===== src/rtl/mem_arb_pkg.sv =====
`default_nettype none
`timescale 1ns/1ps
// +--------------------------------------------------------------------+
// | Module : mem_arb_pkg                                               |
// | Purpose: Shared types and constants for the memory arbiter: FSM    |
// |          state encoding, requester IDs and a counter-width helper. |
// | Rev    : 1.0  initial release                                      |
// +--------------------------------------------------------------------+
package mem_arb_pkg;

   typedef enum logic [1:0] {
      IDLE   = 2'd0,
      ACCESS = 2'd1,
      DONE   = 2'd2
   } state_t;

   localparam logic REQ_CPU = 1'b0;
   localparam logic REQ_IO  = 1'b1;

   // Width of the wait-state counter; at least one bit even when no
   // wait states are configured.
   function automatic int cnt_width(input int wait_cycles);
      return (wait_cycles < 1) ? 1 : $clog2(wait_cycles + 1);
   endfunction

endpackage
`default_nettype wire


===== src/rtl/mem_arbiter_if.sv =====
`default_nettype none
`timescale 1ns/1ps
// +--------------------------------------------------------------------+
// | Module : mem_arbiter_if                                            |
// | Purpose: Bundles the CPU port, the I/O port, the memory port and   |
// |          the status outputs of the memory arbiter.                 |
// | Ports  : slave  - arbiter view (takes requests, drives memory)     |
// |          master - environment view (requesters + memory)           |
// | Rev    : 1.0  initial release                                      |
// +--------------------------------------------------------------------+
interface mem_arbiter_if #(
   parameter int AW = 8,
   parameter int DW = 8
);
   // CPU memory port (MAR/MBR, WMFC/MFC handshake)
   logic          cpu_req;
   logic          cpu_rnw;
   logic [AW-1:0] cpu_addr;
   logic [DW-1:0] cpu_wdata;
   logic [DW-1:0] cpu_rdata;
   logic          cpu_mfc;
   // I/O / DMA port
   logic          io_req;
   logic          io_rnw;
   logic [AW-1:0] io_addr;
   logic [DW-1:0] io_wdata;
   logic [DW-1:0] io_rdata;
   logic          io_done;
   // Single-port synchronous memory
   logic          mem_en;
   logic          mem_we;
   logic [AW-1:0] mem_addr;
   logic [DW-1:0] mem_wdata;
   logic [DW-1:0] mem_rdata;
   // Status
   logic          busy;
   logic          grant_io;

   modport slave (
      input  cpu_req, cpu_rnw, cpu_addr, cpu_wdata,
      input  io_req, io_rnw, io_addr, io_wdata,
      input  mem_rdata,
      output cpu_rdata, cpu_mfc, io_rdata, io_done,
      output mem_en, mem_we, mem_addr, mem_wdata,
      output busy, grant_io
   );

   modport master (
      output cpu_req, cpu_rnw, cpu_addr, cpu_wdata,
      output io_req, io_rnw, io_addr, io_wdata,
      output mem_rdata,
      input  cpu_rdata, cpu_mfc, io_rdata, io_done,
      input  mem_en, mem_we, mem_addr, mem_wdata,
      input  busy, grant_io
   );

endinterface
`default_nettype wire


===== src/rtl/mem_arbiter_rr_arb2.sv =====
`default_nettype none
`timescale 1ns/1ps
// +--------------------------------------------------------------------+
// | Module : rr_arb2                                                   |
// | Purpose: Combinational two-way round-robin pick between the CPU    |
// |          and I/O requesters.                                       |
// | Ports  : cpu_req, io_req - pending requests                        |
// |          last_served     - ID of the most recent winner            |
// |          gnt_valid       - at least one request pending            |
// |          gnt_id          - winning requester ID                    |
// | Rev    : 1.0  initial release                                      |
// +--------------------------------------------------------------------+
module rr_arb2
   import mem_arb_pkg::*;
(
   input  logic cpu_req,
   input  logic io_req,
   input  logic last_served,
   output logic gnt_valid,
   output logic gnt_id
);

   always_comb begin
      gnt_valid = cpu_req | io_req;
      if (cpu_req && io_req) begin
         // Contention: the side that was not served last goes next.
         gnt_id = ~last_served;
      end else if (io_req) begin
         gnt_id = REQ_IO;
      end else begin
         gnt_id = REQ_CPU;
      end
   end

endmodule
`default_nettype wire


===== src/rtl/mem_arbiter.sv =====
`default_nettype none
`timescale 1ns/1ps
// +--------------------------------------------------------------------+
// | Module : mem_arbiter                                               |
// | Purpose: Shares one synchronous single-port memory between the     |
// |          CPU memory port and an I/O/DMA requester. Each access     |
// |          holds the memory for WAIT+1 cycles, then returns a        |
// |          one-cycle completion pulse (cpu_mfc / io_done).           |
// | Ports  : CLK     - system clock, rising edge                       |
// |          reset_n - synchronous active-low reset                    |
// |          bus     - requester, memory and status signals            |
// | Rev    : 1.0  initial release                                      |
// +--------------------------------------------------------------------+
module mem_arbiter
   import mem_arb_pkg::*;
#(
   parameter int AW   = 8,
   parameter int DW   = 8,
   parameter int WAIT = 2
) (
   input  logic          CLK,
   input  logic          reset_n,
   mem_arbiter_if.slave  bus
);

   localparam int            CW        = cnt_width(WAIT);
   localparam logic [CW-1:0] WAIT_INIT = CW'(WAIT);

   state_t        state;
   logic [CW-1:0] wait_cnt;
   logic          last_served;
   logic          acc_rnw;

   logic          mem_en;
   logic          mem_we;
   logic [AW-1:0] mem_addr;
   logic [DW-1:0] mem_wdata;
   logic [DW-1:0] cpu_rdata;
   logic [DW-1:0] io_rdata;
   logic          cpu_mfc;
   logic          io_done;
   logic          busy;
   logic          grant_io;

   logic          gnt_valid;
   logic          gnt_id;

   rr_arb2 u_rr_arb2 (
      .cpu_req     (bus.cpu_req),
      .io_req      (bus.io_req),
      .last_served (last_served),
      .gnt_valid   (gnt_valid),
      .gnt_id      (gnt_id)
   );

   always_ff @(posedge CLK) begin
      if (!reset_n) begin
         state       <= IDLE;
         wait_cnt    <= '0;
         last_served <= REQ_IO;      // CPU wins the first tie
         acc_rnw     <= 1'b1;
         mem_en      <= 1'b0;
         mem_we      <= 1'b0;
         mem_addr    <= '0;
         mem_wdata   <= '0;
         cpu_rdata   <= '0;
         io_rdata    <= '0;
         cpu_mfc     <= 1'b0;
         io_done     <= 1'b0;
         busy        <= 1'b0;
         grant_io    <= 1'b0;
      end else begin
         case (state)
            IDLE: begin
               if (gnt_valid) begin
                  // Latch the winner's request so it stays stable for the
                  // whole access even if the requester changes its inputs.
                  if (gnt_id == REQ_IO) begin
                     acc_rnw   <= bus.io_rnw;
                     mem_we    <= ~bus.io_rnw;
                     mem_addr  <= bus.io_addr;
                     mem_wdata <= bus.io_wdata;
                  end else begin
                     acc_rnw   <= bus.cpu_rnw;
                     mem_we    <= ~bus.cpu_rnw;
                     mem_addr  <= bus.cpu_addr;
                     mem_wdata <= bus.cpu_wdata;
                  end
                  grant_io <= gnt_id;
                  mem_en   <= 1'b1;
                  busy     <= 1'b1;
                  wait_cnt <= WAIT_INIT;
                  state    <= ACCESS;
               end
            end

            ACCESS: begin
               if (wait_cnt != '0) begin
                  wait_cnt <= wait_cnt - 1'b1;
               end else begin
                  if (acc_rnw) begin
                     if (grant_io == REQ_IO) begin
                        io_rdata <= bus.mem_rdata;
                     end else begin
                        cpu_rdata <= bus.mem_rdata;
                     end
                  end
                  mem_en      <= 1'b0;
                  mem_we      <= 1'b0;
                  cpu_mfc     <= (grant_io == REQ_CPU);
                  io_done     <= (grant_io == REQ_IO);
                  last_served <= grant_io;
                  state       <= DONE;
               end
            end

            DONE: begin
               cpu_mfc <= 1'b0;
               io_done <= 1'b0;
               busy    <= 1'b0;
               state   <= IDLE;
            end

            default: begin
               state <= IDLE;
            end
         endcase
      end
   end

   assign bus.mem_en    = mem_en;
   assign bus.mem_we    = mem_we;
   assign bus.mem_addr  = mem_addr;
   assign bus.mem_wdata = mem_wdata;
   assign bus.cpu_rdata = cpu_rdata;
   assign bus.io_rdata  = io_rdata;
   assign bus.cpu_mfc   = cpu_mfc;
   assign bus.io_done   = io_done;
   assign bus.busy      = busy;
   assign bus.grant_io  = grant_io;

endmodule
`default_nettype wire


===== src/flat_wrapper.sv =====
// flat-port wrapper written by rule: the top's interface ports become plain ports
module mem_arbiter_flat import mem_arb_pkg::*;
#(
   parameter int AW   = 8,
   parameter int DW   = 8,
   parameter int WAIT = 2
)
  (CLK, reset_n, bus_cpu_req, bus_cpu_rnw, bus_cpu_addr, bus_cpu_wdata, bus_io_req, bus_io_rnw, bus_io_addr, bus_io_wdata, bus_mem_rdata, bus_cpu_rdata, bus_cpu_mfc, bus_io_rdata, bus_io_done, bus_mem_en, bus_mem_we, bus_mem_addr, bus_mem_wdata, bus_busy, bus_grant_io);
  mem_arbiter_if #(.AW(AW), .DW(DW)) bus_i ();
  input  logic CLK;
  input  logic reset_n;
  input wire logic [$bits(bus_i.cpu_req)-1:0] bus_cpu_req;
  input wire logic [$bits(bus_i.cpu_rnw)-1:0] bus_cpu_rnw;
  input wire logic [$bits(bus_i.cpu_addr)-1:0] bus_cpu_addr;
  input wire logic [$bits(bus_i.cpu_wdata)-1:0] bus_cpu_wdata;
  input wire logic [$bits(bus_i.io_req)-1:0] bus_io_req;
  input wire logic [$bits(bus_i.io_rnw)-1:0] bus_io_rnw;
  input wire logic [$bits(bus_i.io_addr)-1:0] bus_io_addr;
  input wire logic [$bits(bus_i.io_wdata)-1:0] bus_io_wdata;
  input wire logic [$bits(bus_i.mem_rdata)-1:0] bus_mem_rdata;
  output wire logic [$bits(bus_i.cpu_rdata)-1:0] bus_cpu_rdata;
  output wire logic [$bits(bus_i.cpu_mfc)-1:0] bus_cpu_mfc;
  output wire logic [$bits(bus_i.io_rdata)-1:0] bus_io_rdata;
  output wire logic [$bits(bus_i.io_done)-1:0] bus_io_done;
  output wire logic [$bits(bus_i.mem_en)-1:0] bus_mem_en;
  output wire logic [$bits(bus_i.mem_we)-1:0] bus_mem_we;
  output wire logic [$bits(bus_i.mem_addr)-1:0] bus_mem_addr;
  output wire logic [$bits(bus_i.mem_wdata)-1:0] bus_mem_wdata;
  output wire logic [$bits(bus_i.busy)-1:0] bus_busy;
  output wire logic [$bits(bus_i.grant_io)-1:0] bus_grant_io;
  assign bus_i.cpu_req = bus_cpu_req;
  assign bus_i.cpu_rnw = bus_cpu_rnw;
  assign bus_i.cpu_addr = bus_cpu_addr;
  assign bus_i.cpu_wdata = bus_cpu_wdata;
  assign bus_i.io_req = bus_io_req;
  assign bus_i.io_rnw = bus_io_rnw;
  assign bus_i.io_addr = bus_io_addr;
  assign bus_i.io_wdata = bus_io_wdata;
  assign bus_i.mem_rdata = bus_mem_rdata;
  assign bus_cpu_rdata = bus_i.cpu_rdata;
  assign bus_cpu_mfc = bus_i.cpu_mfc;
  assign bus_io_rdata = bus_i.io_rdata;
  assign bus_io_done = bus_i.io_done;
  assign bus_mem_en = bus_i.mem_en;
  assign bus_mem_we = bus_i.mem_we;
  assign bus_mem_addr = bus_i.mem_addr;
  assign bus_mem_wdata = bus_i.mem_wdata;
  assign bus_busy = bus_i.busy;
  assign bus_grant_io = bus_i.grant_io;
  mem_arbiter #(.AW(AW), .DW(DW), .WAIT(WAIT)) u_core (.CLK(CLK), .reset_n(reset_n), .bus(bus_i));
endmodule

===== config.mk =====
export PLATFORM = sky130hd
export DESIGN_NAME = mem_arbiter_flat
export DESIGN_NICKNAME = d
export VERILOG_FILES = /design/src/rtl/mem_arb_pkg.sv /design/src/rtl/mem_arbiter_if.sv /design/src/rtl/mem_arbiter_rr_arb2.sv /design/src/rtl/mem_arbiter.sv /design/src/flat_wrapper.sv
export SDC_FILE = /design/constraint.sdc
export NUM_CORES = 1
export LEC_CHECK = 0
export CAP_MARGIN = 20
export CORE_MARGIN = 2
export CORE_UTILIZATION = 41
export CTS_CLUSTER_SIZE = 40
export DETAILED_ROUTE_END_ITERATION = 6
export PLACE_DENSITY = 0.77
export SKIP_CTS_REPAIR_TIMING = 1
export SKIP_LAST_GASP = 1
export SLEW_MARGIN = 0
export SYNTH_ARGS = -nofsm -noshare
export SYNTH_HDL_FRONTEND = slang
export SYNTH_SLANG_ARGS = --single-unit

===== constraint.sdc =====
create_clock -name CLK -period 1.5 [get_ports CLK]
set_input_delay 0.15 -clock CLK [delete_from_list [all_inputs] [get_ports CLK]]
set_output_delay 0.15 -clock CLK [all_outputs]
set_load 0.005 [all_outputs]

* After elaboration in Yosys (flattened, before gate mapping)
Cells that the tools add are included.
** Storage, ports and cells
- Output and inout port bits :: 38
- Memories :: 0
- Latch bits :: 0
- Bits in registers :: 44
- Bits of input ports :: 46
- RAM bits :: 0
- Bits in read-only memories :: 0
- Logic and storage cells :: 63
** Cells by class
- Add/subtract/negate cells :: 1
- $mul :: 0
- Bitwise operators :: 6
- Multiplexer cells :: 22
- Reduce and logical (&&, ||, !) cells :: 15
- Equality and inequality tests :: 5
- Order comparisons :: 0
- Shift operators :: 0
- Div/mod/pow operators :: 0
** Operators by type and width (count)
- $mux W8 :: 2
- $pmux W1 S2 :: 5
- $reduce_and A2 Y1 :: 5
- $mux W1 :: 9
- $mux W2 :: 4
- $pmux W2 S2 :: 2
- $reduce_and A4 Y1 :: 2
- $reduce_bool A2 Y1 :: 4
- $reduce_and A3 Y1 :: 2
- $not A1 Y1 :: 5
- $ne A2 B1 Y1 const B :: 2
- $eq A2 B1 Y1 const B :: 1
- $eq A2 B2 Y1 const B :: 1
- $logic_not A2 Y1 :: 1
- $ne A2 B2 Y1 const B :: 1
- $sub A2 B1 Y2 const B :: 1
- $logic_and A1 B1 Y1 :: 1
- $or A1 B1 Y1 :: 1

* Logic depth before layout (Yosys ltp)
- Depth in word-level cells :: 5
- Gate-level depth with buffers :: 6
- Gate-level depth less buffers :: 6

* Modules after synthesis
From an unflattened synthesis, not the netlist that was laid out.
** Second synthesis, totals
- Cell total of the unflattened synthesis :: 192
- Area total of the unflattened synthesis :: 1955.6 µm²
** Modules (own cells, without submodules)
- mem_arbiter :: sequential area each 880.8 µm², cells each 190, area an instance 1941.9 µm², times used 1
- rr_arb2 :: sequential area each 0.0 µm², cells each 2, area an instance 13.8 µm², times used 1

* Least setup slack after synthesis
No wires, ideal clock.
- Path kind :: register -> register
- Start point :: register u_core.wait_cnt[0]
- End point :: register u_core.io_rdata[6], in the netlist u_core.bus.io_rdata[6]
- Cell stages (with the launch flop) :: 7
- Arrival :: 1.112 ns
- Slack :: 0.274 ns
- Library setup time :: 0.114 ns
- Required time :: 1.386 ns
- Buffers on the path :: 1
- Period minus slack after synthesis :: 1.226 ns
- Cells stage by stage :: dfxtp_1 > inv_1 > ha_1 > nand4_4 > buf_6 > nand3_2 > o21ai_2
** Between the ends
- Longest elaborated chain between the ends :: 3
** Ends and longest elaborated chain
- from (decl) :: RTL line mem_arbiter.sv:30 : logic [CW-1:0] wait_cnt;
- from (signal assigned) :: RTL line mem_arbiter.sv:99 : wait_cnt <= wait_cnt - 1'b1;
- $reduce_bool A2 Y1 :: RTL line mem_arbiter.sv:98 : if (wait_cnt != '0) begin
- $not A1 Y1 (no line)
- $reduce_and A4 Y1 (no line)
- to (signal assigned) :: RTL line mem_arbiter.sv:103 : io_rdata <= bus.mem_rdata;
- to (decl) :: RTL line mem_arbiter.sv:39 : logic [DW-1:0] io_rdata;
Every way passes these cells.
A chain may end at the register's enable or synchronous reset.

* Worst setup path after layout
- Start point :: register u_core.grant_io, in the netlist u_core.bus.grant_io
- End point :: output bus_grant_io
** RTL lines
- from (decl) :: RTL line mem_arbiter.sv:43 : logic grant_io;
- from (signal assigned) :: RTL line mem_arbiter.sv:89 : grant_io <= gnt_id;
- to (decl) :: RTL line flat_wrapper.sv:30 : output wire logic [$bits(bus_i.grant_io)-1:0] bus_grant_io;
No word-level cell between the ends.

==> results.toml <==
[floorplan]
core_um2 = 4380
die_y_um = 71.7
start_util_pct = 42.9
die-area_um2 = 5150
num_rows = 24
io_pins = 84
die_w_um = 71.7

[synthesis]
synth_seq_cells = 44
syn_area_per_cell_um2 = 8.67
synth_nets = 265
synth.distinct_cells = 33
syn_inst = 217
yosys.area_share.simple_pct = 23.7
synth_compound_area_share_pct = 21.6
synth_top_family_by_area = "simple AND/OR/NAND/NOR gates"
synth_xor_area_share_pct = 0
yosysWarnings = 0
yosysSeqAreaShare_pct = 46.8
synthAdderAreaFrac_pct = 1.33
syn_area_um2 = 1880
muxShareOfSynthArea_pct = 0

[timing]
fin_crit_ns = 1.41
final.setup_skew_ns = 0.00805
drv_slew = 0
hold_ws_ns = 0.286
finalSetupViolCount = 0
fin_setup_tns_ns = 0
rsz0062_at_grt = "false"
max_slew_margin_pct = 74.9
tightest_slew_ns = 0.375
period_share_pct = 93.8
clock.fmax_mhz = 710
hold_viol = 0

[worst_setup_path]
crit_end = "bus_grant_io"
rr_endpoint = "u_core.bus.mem_wdata[7]$_SDFFE_PN0P_"
crit_buf_inv = 1
r2r_start = "u_core.state[0]$_SDFFE_PN0P_"
crit_path_start = "u_core.bus.grant_io$_SDFFE_PN0P_"
cpMaxStageDelayCell = "clkdlybuf4s50_1"
critPathArrivalTime_ns = 1.26
slowest_delay_ns = 0.54
crit_path_end_kind = "output port"
crit_family = "buffers and inverters"
cp.depth = 1
cp_cell_sequence = "clkdlybuf4s50_1"
r2r_cells = 5
path_max_fanout = 4
critical_path_class = "reg -> out"
start_kind = "flip-flop"
required_ns = 1.35
ff2ff_setup_slack_ns = 0.17

[route]
vias = 1777
ant_nets = 0
drt-pass1-iter-count = 4
wl_per_cell_um = 12.5
wirelength_um = 4420
post-route-drc-count = 0
drt_iter0_markers = 84
viasPerCell = 5.02

[clock_tree]
cts_buffer_depth = 2
cts.sink_count = 44
htreeDepth = 2
cts_buffers = 5
clock-root-buffer = "clkbuf_8"
clkLatencyLatePin_ns = 0.30
cts_tree = "done"
clkSlewWorstSetupHoldPaths_ns = 0.08

[place]
dp.final_hpwl_um = 3190
routabilityCongestion = 0.735
port_buffers = 83

[power]
netSwitchingFraction_pct = 25.4
cellPowerDensity_nw_per_um2 = 1060
p_clk_share_pct = 31.6
p_leak_nw = 1.09
p_switching_mw = 0.785
p_comb_share_pct = 24.4
worst_ir_drop_vdd_mv = 0.553
seq_power_share_pct = 43.9
p_int_mw = 2.30

[cells_and_area]
drive_above_1_share_pct = 11.3
n_antenna_cell = 0
area_delta_synth_final_pct = 54.3
nets = 349

[min_path]
hp-class = "in -> reg"

[global_route]
grt_pass1_wl_um = 7530
grt_pass1_vias = 1708
track_usage_pct = 18.5
overflow = 0
grt_antenna_before_repair = 0
grt_max_degree = 53

[run_status]
status = "complete, no violations"

[run]
max_cap_viol_count = 0
[placed cells by master, fill, tap and decap left out, types with 2 or more instances in the layout]
cell             Yosys  routed
a21oi_1              3       3
a22oi_1              2       2
a31oi_1             16      16
and3_1               2       2
buf_12               0       2
buf_4                4       9
clkbuf_8             0       7
clkdlybuf4s50_1      0      82
dfxtp_1             44      44
inv_1                3       3
nand2_1             48      48
nand2b_1             3       3
nand3_1             12      12
nand3_2              4       4
nand4_4              2       2
nor2_1               4       4
nor2b_1              5       5
nor3_1               3       3
o21a_1               3       3
o21ai_0              2       2
o21ai_1             29      29
o21ai_2              4       4
[metal layers]
| layer | global-route usage, % | up-vias | wire length, um |
|---|---|---|---|
| met2 | 27.9 | 71 | 1870 |
| met1 | 23.4 | 777 | 1990 |
| met4 | 5.66 | 0 | 56 |
| met3 | 8.72 | 6 | 499 |
| met5 | 0 | - | 0 |
| li1 | - | 923 | - |
[cell usage after synthesis]
cell      count  area share, %
nand2b_1      3            1.0
buf_6         4            2.4
o21ai_0       2           0.53
a31oi_1      16            5.3
ha_1          2            1.3
nand3_2       4            2.1
o31a_1        1           0.47
and2_1        1           0.33
a21boi_4      1            1.0
o311a_1       1           0.53
clkbuf_1      4           0.80
o211ai_1      1           0.40
nor2b_4       1           0.73
a22oi_1       2           0.80
o32ai_1       1           0.47
a21bo_1       1           0.53
o21a_1        3            1.2
and3_1        2           0.66
buf_1         2           0.40
nand4_4       2            2.3
dfxtp_1      44             47
a21oi_1       3           0.80
o21ai_1      29            7.7
inv_1         3           0.60
buf_4         4            1.6
nor2_1        4           0.80
nand2_1      48            9.6
nand3_1      12            3.2
nor3_2        1           0.53
nor3_1        3           0.80
o21ai_2       4            1.9
buf_2         3           0.80
nor2b_1       5            1.7
[state kept, by name (all words and copies together), names as in the netlist]
register,flops
u_core.bus.io_rdata,8
u_core.acc_rnw,1
u_core.state,2
u_core.bus.io_done,1
u_core.last_served,1
u_core.bus.busy,1
u_core.wait_cnt,2
u_core.bus.grant_io,1
u_core.bus.mem_we,1
u_core.bus.mem_wdata,8
u_core.bus.cpu_mfc,1
u_core.bus.mem_addr,8
u_core.bus.cpu_rdata,8
u_core.bus.mem_en,1
[power by group through the flow]
| stage | sequential, mW | clock (mW) | combinational (mW) |
|---|---|---|---|
| 2_1_floorplan | 1.38 | 0 | 0.365 |
| 3_3_place_gp | 1.38 | 0 | 0.747 |
| 3_5_place_dp | 1.38 | 0 | 0.757 |
| 4_1_cts | 1.36 | 0.994 | 0.761 |
| 5_1_grt | 1.37 | 1.05 | 0.833 |
| 6_report | 1.36 | 0.977 | 0.755 |
[how the worst min path moves through the flow]
stage,from,to,depth (start not counted),slack [ns]
6_report,reset_n,u_core.acc_rnw$_SDFFE_PN1P_,3,0.29
5_1_grt,reset_n,u_core.acc_rnw$_SDFFE_PN1P_,3,0.30
4_1_cts,reset_n,u_core.acc_rnw$_SDFFE_PN1P_,3,0.27
3_5_place_dp,u_core.bus.cpu_rdata[2]$_SDFFE_PN0P_,u_core.bus.cpu_rdata[2]$_SDFFE_PN0P_,2,0.45
3_3_place_gp,u_core.bus.cpu_rdata[2]$_SDFFE_PN0P_,u_core.bus.cpu_rdata[2]$_SDFFE_PN0P_,2,0.44
2_1_floorplan,bus_io_wdata[4],u_core.bus.mem_wdata[4]$_SDFFE_PN0P_,2,0.30
[cell families after synthesis]
family	after synthesis
AND/OR/NAND/NOR	86
AO/OA/AOI/OAI	65
flip-flops	44
buffers and inverters	20
adder cells (fa/ha/maj)	2
[through the flow]
| stage | utilization, % | power (mW) | setup slack [ns] | cells | area, um2 |
|---|---|---|---|---|---|
| 2_1_floorplan | - | 1.74 | 0.274 | 217 | 1880 |
| 3_3_place_gp | 63.3 | 2.13 | 0.00777 | 346 | 2770 |
| 3_5_place_dp | 63.3 | 2.14 | -0.0292 | 346 | 2770 |
| 4_1_cts | 66.2 | 3.11 | 0.0744 | 354 | 2900 |
| 5_1_grt | 66.2 | 3.25 | 0.0202 | 354 | 2900 |
| 6_report | 66.2 | 3.09 | 0.0925 | 354 | 2900 |
[area by class of cell]
| cell class | count | area, um2 |
|---|---|---|
| multi-input combinational | 153 | 886 |
| fill | 375 | 1480 |
| clock buffer | 7 | 96.3 |
| clock inverter | 1 | 30.0 |
| tap | 52 | 65.1 |
| sequential | 44 | 881 |
| timing repair buffer | 94 | 933 |
| inverter | 3 | 11.3 |
Power figures use the tool's default switching activity.
